`src/rtl/hdr_tonemap.sv`:
```
// Tone mapper: per-frame min/max statistics, a multi-cycle divide for per-channel
// scale, and a two-stage pipeline that maps log irradiance to RGB565.
module hdr_tonemap #(
   parameter int N      = 16,
   parameter int FP     = 8,
   parameter int PIXELS = 76800
) (
   input  logic         clk,
   input  logic         rst_n,
   input  logic [N-1:0] lE_red,
   input  logic [N-1:0] lE_green,
   input  logic [N-1:0] lE_blue,
   input  logic         in_valid,
   output logic         in_ready,
   output logic [15:0]  pix_out,
   output logic         out_valid,
   output logic         frame_done
);

   localparam int DW = N + FP;
   localparam int PW = 2 * N + 1;
   localparam int CW = $clog2(PIXELS + 1);
   localparam int TW = $clog2(DW + 1);

   typedef enum logic {STREAM = 1'b0, CALC = 1'b1} state_t;

   state_t        state_q, state_d;
   logic [CW-1:0] count_q, count_d;
   logic [TW-1:0] calc_cnt_q, calc_cnt_d;
   logic          accept, last_accept, calc_setup, calc_iter, calc_last;
   logic          v1_q, out_valid_q, frame_done_q;
   logic [15:0]   pix_q, pix_d;
   logic [5:0]    code_w [3];

   always_comb begin
      state_d     = state_q;
      count_d     = count_q;
      calc_cnt_d  = calc_cnt_q;
      in_ready    = 1'b0;
      accept      = 1'b0;
      last_accept = 1'b0;
      calc_setup  = 1'b0;
      calc_iter   = 1'b0;
      calc_last   = 1'b0;
      case (state_q)
         STREAM: begin
            in_ready = 1'b1;
            accept   = in_valid;
            if (in_valid) begin
               if (count_q == CW'(PIXELS - 1)) begin
                  last_accept = 1'b1;
                  count_d     = '0;
                  calc_cnt_d  = '0;
                  state_d     = CALC;
               end else begin
                  count_d = count_q + CW'(1);
               end
            end
         end
         CALC: begin
            calc_setup = (calc_cnt_q == '0);
            calc_iter  = !calc_setup;
            calc_cnt_d = calc_cnt_q + TW'(1);
            // Count 0 is setup, counts 1..DW each retire one quotient bit.
            if (calc_cnt_q == TW'(DW)) begin
               calc_last = 1'b1;
               state_d   = STREAM;
            end
         end
         default: state_d = STREAM;
      endcase
   end

   always_ff @(posedge clk) begin
      if (!rst_n) begin
         state_q      <= STREAM;
         count_q      <= '0;
         calc_cnt_q   <= '0;
         v1_q         <= 1'b0;
         out_valid_q  <= 1'b0;
         pix_q        <= '0;
         frame_done_q <= 1'b0;
      end else begin
         state_q      <= state_d;
         count_q      <= count_d;
         calc_cnt_q   <= calc_cnt_d;
         v1_q         <= accept;
         out_valid_q  <= v1_q;
         frame_done_q <= calc_last;
         if (v1_q) pix_q <= pix_d;
      end
   end

   // 5-bit channels never exceed 31, so the fields cannot overlap.
   assign pix_d      = (16'(code_w[0]) << 11) | (16'(code_w[1]) << 5) | 16'(code_w[2]);
   assign pix_out    = pix_q;
   assign out_valid  = out_valid_q;
   assign frame_done = frame_done_q;

   for (genvar gi = 0; gi < 3; gi++) begin : g_ch
      localparam int M = (gi == 1) ? 63 : 31;
      localparam logic signed [N-1:0] MIN_INIT = {1'b0, {(N-1){1'b1}}};
      localparam logic signed [N-1:0] MAX_INIT = {1'b1, {(N-1){1'b0}}};

      logic signed [N-1:0] le_w, nmin_w, nmax_w;
      logic signed [N-1:0] run_min_q, run_max_q, shd_min_q, shd_max_q, act_min_q;
      logic [N-1:0]        act_scale_q, d1_q, sc1_q, scale_w;
      logic signed [N:0]   range_w, diff_w;
      logic [N:0]          dsr_q, rem_q, rem_nx;
      logic [N+1:0]        rem_sh;
      logic [DW-1:0]       dvd_q, quo_nx;
      logic [DW-2:0]       quo_q;
      logic                zero_q, q_bit;
      logic [PW-1:0]       prod_w, sh_w;

      assign le_w    = (gi == 0) ? lE_red : (gi == 1) ? lE_green : lE_blue;
      assign nmin_w  = (le_w < run_min_q) ? le_w : run_min_q;
      assign nmax_w  = (le_w > run_max_q) ? le_w : run_max_q;
      assign range_w = {shd_max_q[N-1], shd_max_q} - {shd_min_q[N-1], shd_min_q};

      // One restoring-division step; the remainder always stays below the divisor.
      assign rem_sh  = {rem_q, dvd_q[DW-1]};
      assign q_bit   = (rem_sh >= {1'b0, dsr_q});
      assign rem_nx  = q_bit ? (rem_sh[N:0] - dsr_q) : rem_sh[N:0];
      assign quo_nx  = {quo_q, q_bit};
      assign scale_w = (|quo_nx[DW-1:N]) ? '1 : quo_nx[N-1:0];

      assign diff_w      = {le_w[N-1], le_w} - {act_min_q[N-1], act_min_q};
      assign prod_w      = PW'(d1_q) * PW'(sc1_q);
      assign sh_w        = prod_w >> (2 * FP);
      assign code_w[gi]  = (sh_w > PW'(M)) ? 6'(M) : sh_w[5:0];

      always_ff @(posedge clk) begin
         if (!rst_n) begin
            run_min_q   <= MIN_INIT;
            run_max_q   <= MAX_INIT;
            shd_min_q   <= '0;
            shd_max_q   <= '0;
            act_min_q   <= '0;
            act_scale_q <= N'(M) << FP;
            dsr_q       <= '0;
            rem_q       <= '0;
            dvd_q       <= '0;
            quo_q       <= '0;
            zero_q      <= 1'b0;
            d1_q        <= '0;
            sc1_q       <= '0;
         end else begin
            if (accept) begin
               d1_q  <= diff_w[N] ? '0 : diff_w[N-1:0];
               sc1_q <= act_scale_q;
               if (last_accept) begin
                  shd_min_q <= nmin_w;
                  shd_max_q <= nmax_w;
                  run_min_q <= MIN_INIT;
                  run_max_q <= MAX_INIT;
               end else begin
                  run_min_q <= nmin_w;
                  run_max_q <= nmax_w;
               end
            end
            if (calc_setup) begin
               dsr_q  <= range_w;
               rem_q  <= '0;
               quo_q  <= '0;
               dvd_q  <= DW'(M) << (2 * FP);
               zero_q <= (range_w == '0);
            end else if (calc_iter && !zero_q) begin
               rem_q <= rem_nx;
               quo_q <= quo_nx[DW-2:0];
               dvd_q <= dvd_q << 1;
            end
            if (calc_last) begin
               act_min_q   <= shd_min_q;
               act_scale_q <= zero_q ? '0 : scale_w;
            end
         end
      end
   end

endmodule

```
`config.mk`:
```
export PLATFORM = sky130hd
export DESIGN_NAME = hdr_tonemap
export DESIGN_NICKNAME = d
export VERILOG_FILES = /design/src/rtl/hdr_tonemap.sv
export SDC_FILE = /design/constraint.sdc
export NUM_CORES = 2
export LEC_CHECK = 0
export CORE_ASPECT_RATIO = 0.75
export CORE_UTILIZATION = 59
export DETAILED_ROUTE_END_ITERATION = 8
export GPL_ROUTABILITY_DRIVEN = 0
export HOLD_SLACK_MARGIN = 0.15
export PLACE_DENSITY = 0.79
export SYNTH_ARGS = -nofsm -noshare
export SYNTH_HDL_FRONTEND = slang
export SYNTH_SLANG_ARGS = --single-unit
```
`constraint.sdc`:
```
create_clock -name clk -period 6.4 [get_ports clk]
set_input_delay 1.28 -clock clk [delete_from_list [all_inputs] [get_ports clk]]
set_output_delay 1.28 -clock clk [all_outputs]
set_load 0.01 [all_outputs]
```
==> flow_summary.toml <==
[worst_hold_path]
whs_path_depth = 2
hp-start = "g_ch[2].act_scale_q[5]$_SDFFE_PN0P_"
holdPathEnd = "g_ch[2].sc1_q[5]$_SDFFE_PN0P_"
hp-class = "reg -> reg"

[grt]
grt_busiest_layer = "met2"
grtUsageTotal = 0.299
use_met1 = 0.429
grt_pass1_wl_mm = 234
grt_overflow = 0
grt_pass1_vias = 45900
grt_use_met3 = 0.0594
antenna_found_initial = 9
grt_max_degree = 97
grtUsageMet2 = 0.461

[synthesis]
avgSynthCellArea_um2 = 8.42
synthArstFlopShare = 0
ys_ff_latch = 624
yosys_warnings = 0
syn_area_um2 = 56100
synth-edff-count = 0
yosys_most_used_dff = "dfxtp_1"
syn_nets = 7843
synth_cell_types = 80
ys_seq_area_frac = 0.223
netlist_instances = 6658

[detailed_routing]
firstDrtPassIters = 7
drc = 0
dr_total_vias = 46400
drt-initial-drc-count = 3974
wirelength_mm = 144
wire_per_inst_um = 17.9
drtAntennaViolNets = 0
vias_per_cell = 5.77

[worst_setup_path]
crit_slowest_cell = "fa_1"
criticalPathCategory = "reg -> reg"
r2r_slack_ns = -0.04
rr_startpoint = "g_ch[0].d1_q[5]$_SDFFE_PN0P_"
reg2reg_to = "pix_out[12]$_SDFFE_PN0P_"
worstSetupStartpointType = "flop"
crit_required_ns = 6.89
cp.buffers_inverters = 6
critPathCaptureType = "flop"
worstPathArrival_ns = 6.92
ff2ff_path_depth = 24
cp_slowest_stage_delay_ns = 0.57
timing.critical_path.mode_cell = "fa_1"
cpLargestDelayFamily = "adder cells"
startpoint = "g_ch[0].d1_q[5]$_SDFFE_PN0P_"
cp_max_fo = 6
timing.critical_path.cells = "buf_4, and2_4, fa_1, inv_2, fa_2, fa_1, inv_1, fa_2, fa_1, inv_1, fa_1, inv_1, ha_4, o21ai_4, a21oi_2, buf_4, a22oi_2, o21ai_4, a211oi_2, mux2i_1, a21oi_1, or4_4, nor4_4, a21oi_1"

[outcome]
status = "finished, violations left"
violations = "setup timing"

[clock_network]
cts.sink_count = 624
clock_latency_ns = 0.64
holdBufCountCts = 0
clk_pin_slew_ns = 0.07
htree_levels = 3
cts_root_buffer = "clkbuf_16"
cts_tree = "yes"
cts_buffer_depth = 3
numCtsBuffers = 66

[timing]
tns_ns = -0.133
finalHoldViolations = 0
setup_ws_ns = -0.0356
slew_headroom = 0.177
skew_ns = 0.0288
rsz0062_at_grt = "yes"
finalSetupViolations = 5
worst_pin_slew_ns = 1.23
fmaxAchievable_mhz = 155
period_needed_ns = 6.44
timing.final.crit_share = 1.01
finalMaxSlewViolations = 0

[flow_run]
cap_viol_max_count = 0

[floorplan]
die_y_um = 269
initial_utilization = 0.598
std_cell_rows = 97
core_um2 = 93700
io_pins = 70
die_x_um = 358
die_area_um2 = 96300

[pwr]
ir_worst_vdd_uv = 221
powerDensity_nw_per_um2 = 159
p_leak_nw = 29.0

[finish]
drive_gt1_frac = 0.0899
stdcell_area_um2 = 62300
nets = 7943
fill_cells = 7487
utilization = 0.665
area_growth_syn_to_layout_pct = 11.2

[placement]
port_buffers = 69
hpwl_mm = 109
placed_cell_area_um2 = 59100
-- through the flow --
stage	instances	setup WS (ns)	hold slack, ns	total power [mW]
floorplan	6658	0.00970	0.429	5.29
finish	8049	-0.0356	0.441	9.89
global placement	7892	-0.198	0.439	5.81
global route	8048	-0.248	0.464	10.3
CTS	8015	0.00205	0.447	9.84
detailed placement	7892	-0.507	0.441	5.88
-- flip-flops by register name, summed over array words and instances, names as in the netlist, 3 cells and up --
register and cells:
g_ch.run_max_q 48, g_ch.act_scale_q 48, g_ch.run_min_q 48, g_ch.sc1_q 48
g_ch.quo_q 69, g_ch.dvd_q 24, g_ch.shd_max_q 48, g_ch.zero_q 3
count_q 17, pix_out 16, g_ch.act_min_q 48, calc_cnt_q 5
g_ch.rem_q 51, g_ch.dsr_q 51, g_ch.shd_min_q 48, g_ch.d1_q 48
-- worst max path at each step --
stage / to / slack (ns) / cells after the start
floorplan: pix_out[14]$_SDFFE_PN0P_ / 0.01 / 22
global placement: pix_out[14]$_SDFFE_PN0P_ / -0.20 / 21
detailed placement: pix_out[12]$_SDFFE_PN0P_ / -0.51 / 22
CTS: pix_out[10]$_SDFFE_PN0P_ / 0.002 / 24
global route: pix_out[12]$_SDFFE_PN0P_ / -0.25 / 26
finish: pix_out[12]$_SDFFE_PN0P_ / -0.04 / 24
-- area by class of cell --
class	count	area, µm²	share of cell area
clock buffer	85	1790	0.0288
sequential	624	12700	0.204
clock inverter	32	397	0.00636
tap	1237	1550	0.0248
inverter	996	3740	0.0600
multi-input combinational	4737	39400	0.632
timing repair buffer	333	2760	0.0443
antenna	5	12.5	0.000201
-- cells by family (layout without fill, tap and decap cells) --
family	count (synthesis)	in the layout	share of synthesized area
and+or+nand+nor	2146	2146	0.180
buffers and inverters	1297	1446	0.0871
AOI/OAI and AO/OA	1196	1196	0.134
adders and majority gates	1134	1134	0.332
DFF	624	624	0.223
xor gates and xnor gates	140	140	0.0219
muxes	121	121	0.0216
other	0	5	0
-- tightest hold or removal path, delay by kind of cell (launching register included) --
family          cells  cell delay, ns
flops               1            0.31
simple gates        1            0.05
compound gates      1            0.05
-- routing by layer --
metal  share of wire  vias up
li1                -    21900
met1            0.45    22600
met2            0.44     1701
met3           0.084      218
met4           0.022        6
met5         0.00039        -
-- cell usage after synthesis, drive strengths merged, types with 75 or more instances --
library cell / instances / share of area
a21o: 79 / 0.011
nand2: 982 / 0.066
fa: 588 / 0.21
a21oi: 440 / 0.039
and2: 367 / 0.041
ha: 546 / 0.12
a22o: 80 / 0.012
nor3: 116 / 0.010
nand3: 75 / 0.0067
inv: 996 / 0.067
clkbuf: 274 / 0.018
mux2i: 120 / 0.021
nor2: 296 / 0.020
dfxtp: 624 / 0.22
o21ai: 238 / 0.021
-- placed cells by master (no fill, tap or decap), types with 66 or more instances in the layout --
cell type / netlist / routed
nand2_1: 982 / 974
clkdlybuf4s50_1: 0 / 68
and3_1: 70 / 70
and2_1: 367 / 358
xnor2_1: 74 / 74
inv_1: 996 / 979
a21oi_1: 440 / 420
o21ai_0: 234 / 227
nor2_1: 296 / 287
buf_4: 0 / 252
a21o_1: 79 / 79
xor2_1: 66 / 66
nand3_1: 75 / 74
a22o_1: 80 / 80
clkbuf_16: 0 / 67
nor3_1: 116 / 115
fa_1: 588 / 564
ha_1: 546 / 528
mux2i_1: 120 / 117
dfxtp_1: 624 / 545
-- what timing repair did --
action / 4_1_cts / 5_1_grt
endpoints found under the setup margin: 16 / 16
resized for setup: 46 / 219
pin swaps: 15 / 113
buffers inserted: 6 / 29
-- power breakdown --
part / switching [mW] / internal (mW)
Clock: 1.76 / 2.23
Combinational: 1.02 / 0.752
Sequential: 0.139 / 3.99
Power figures use the tool's default switching activity.
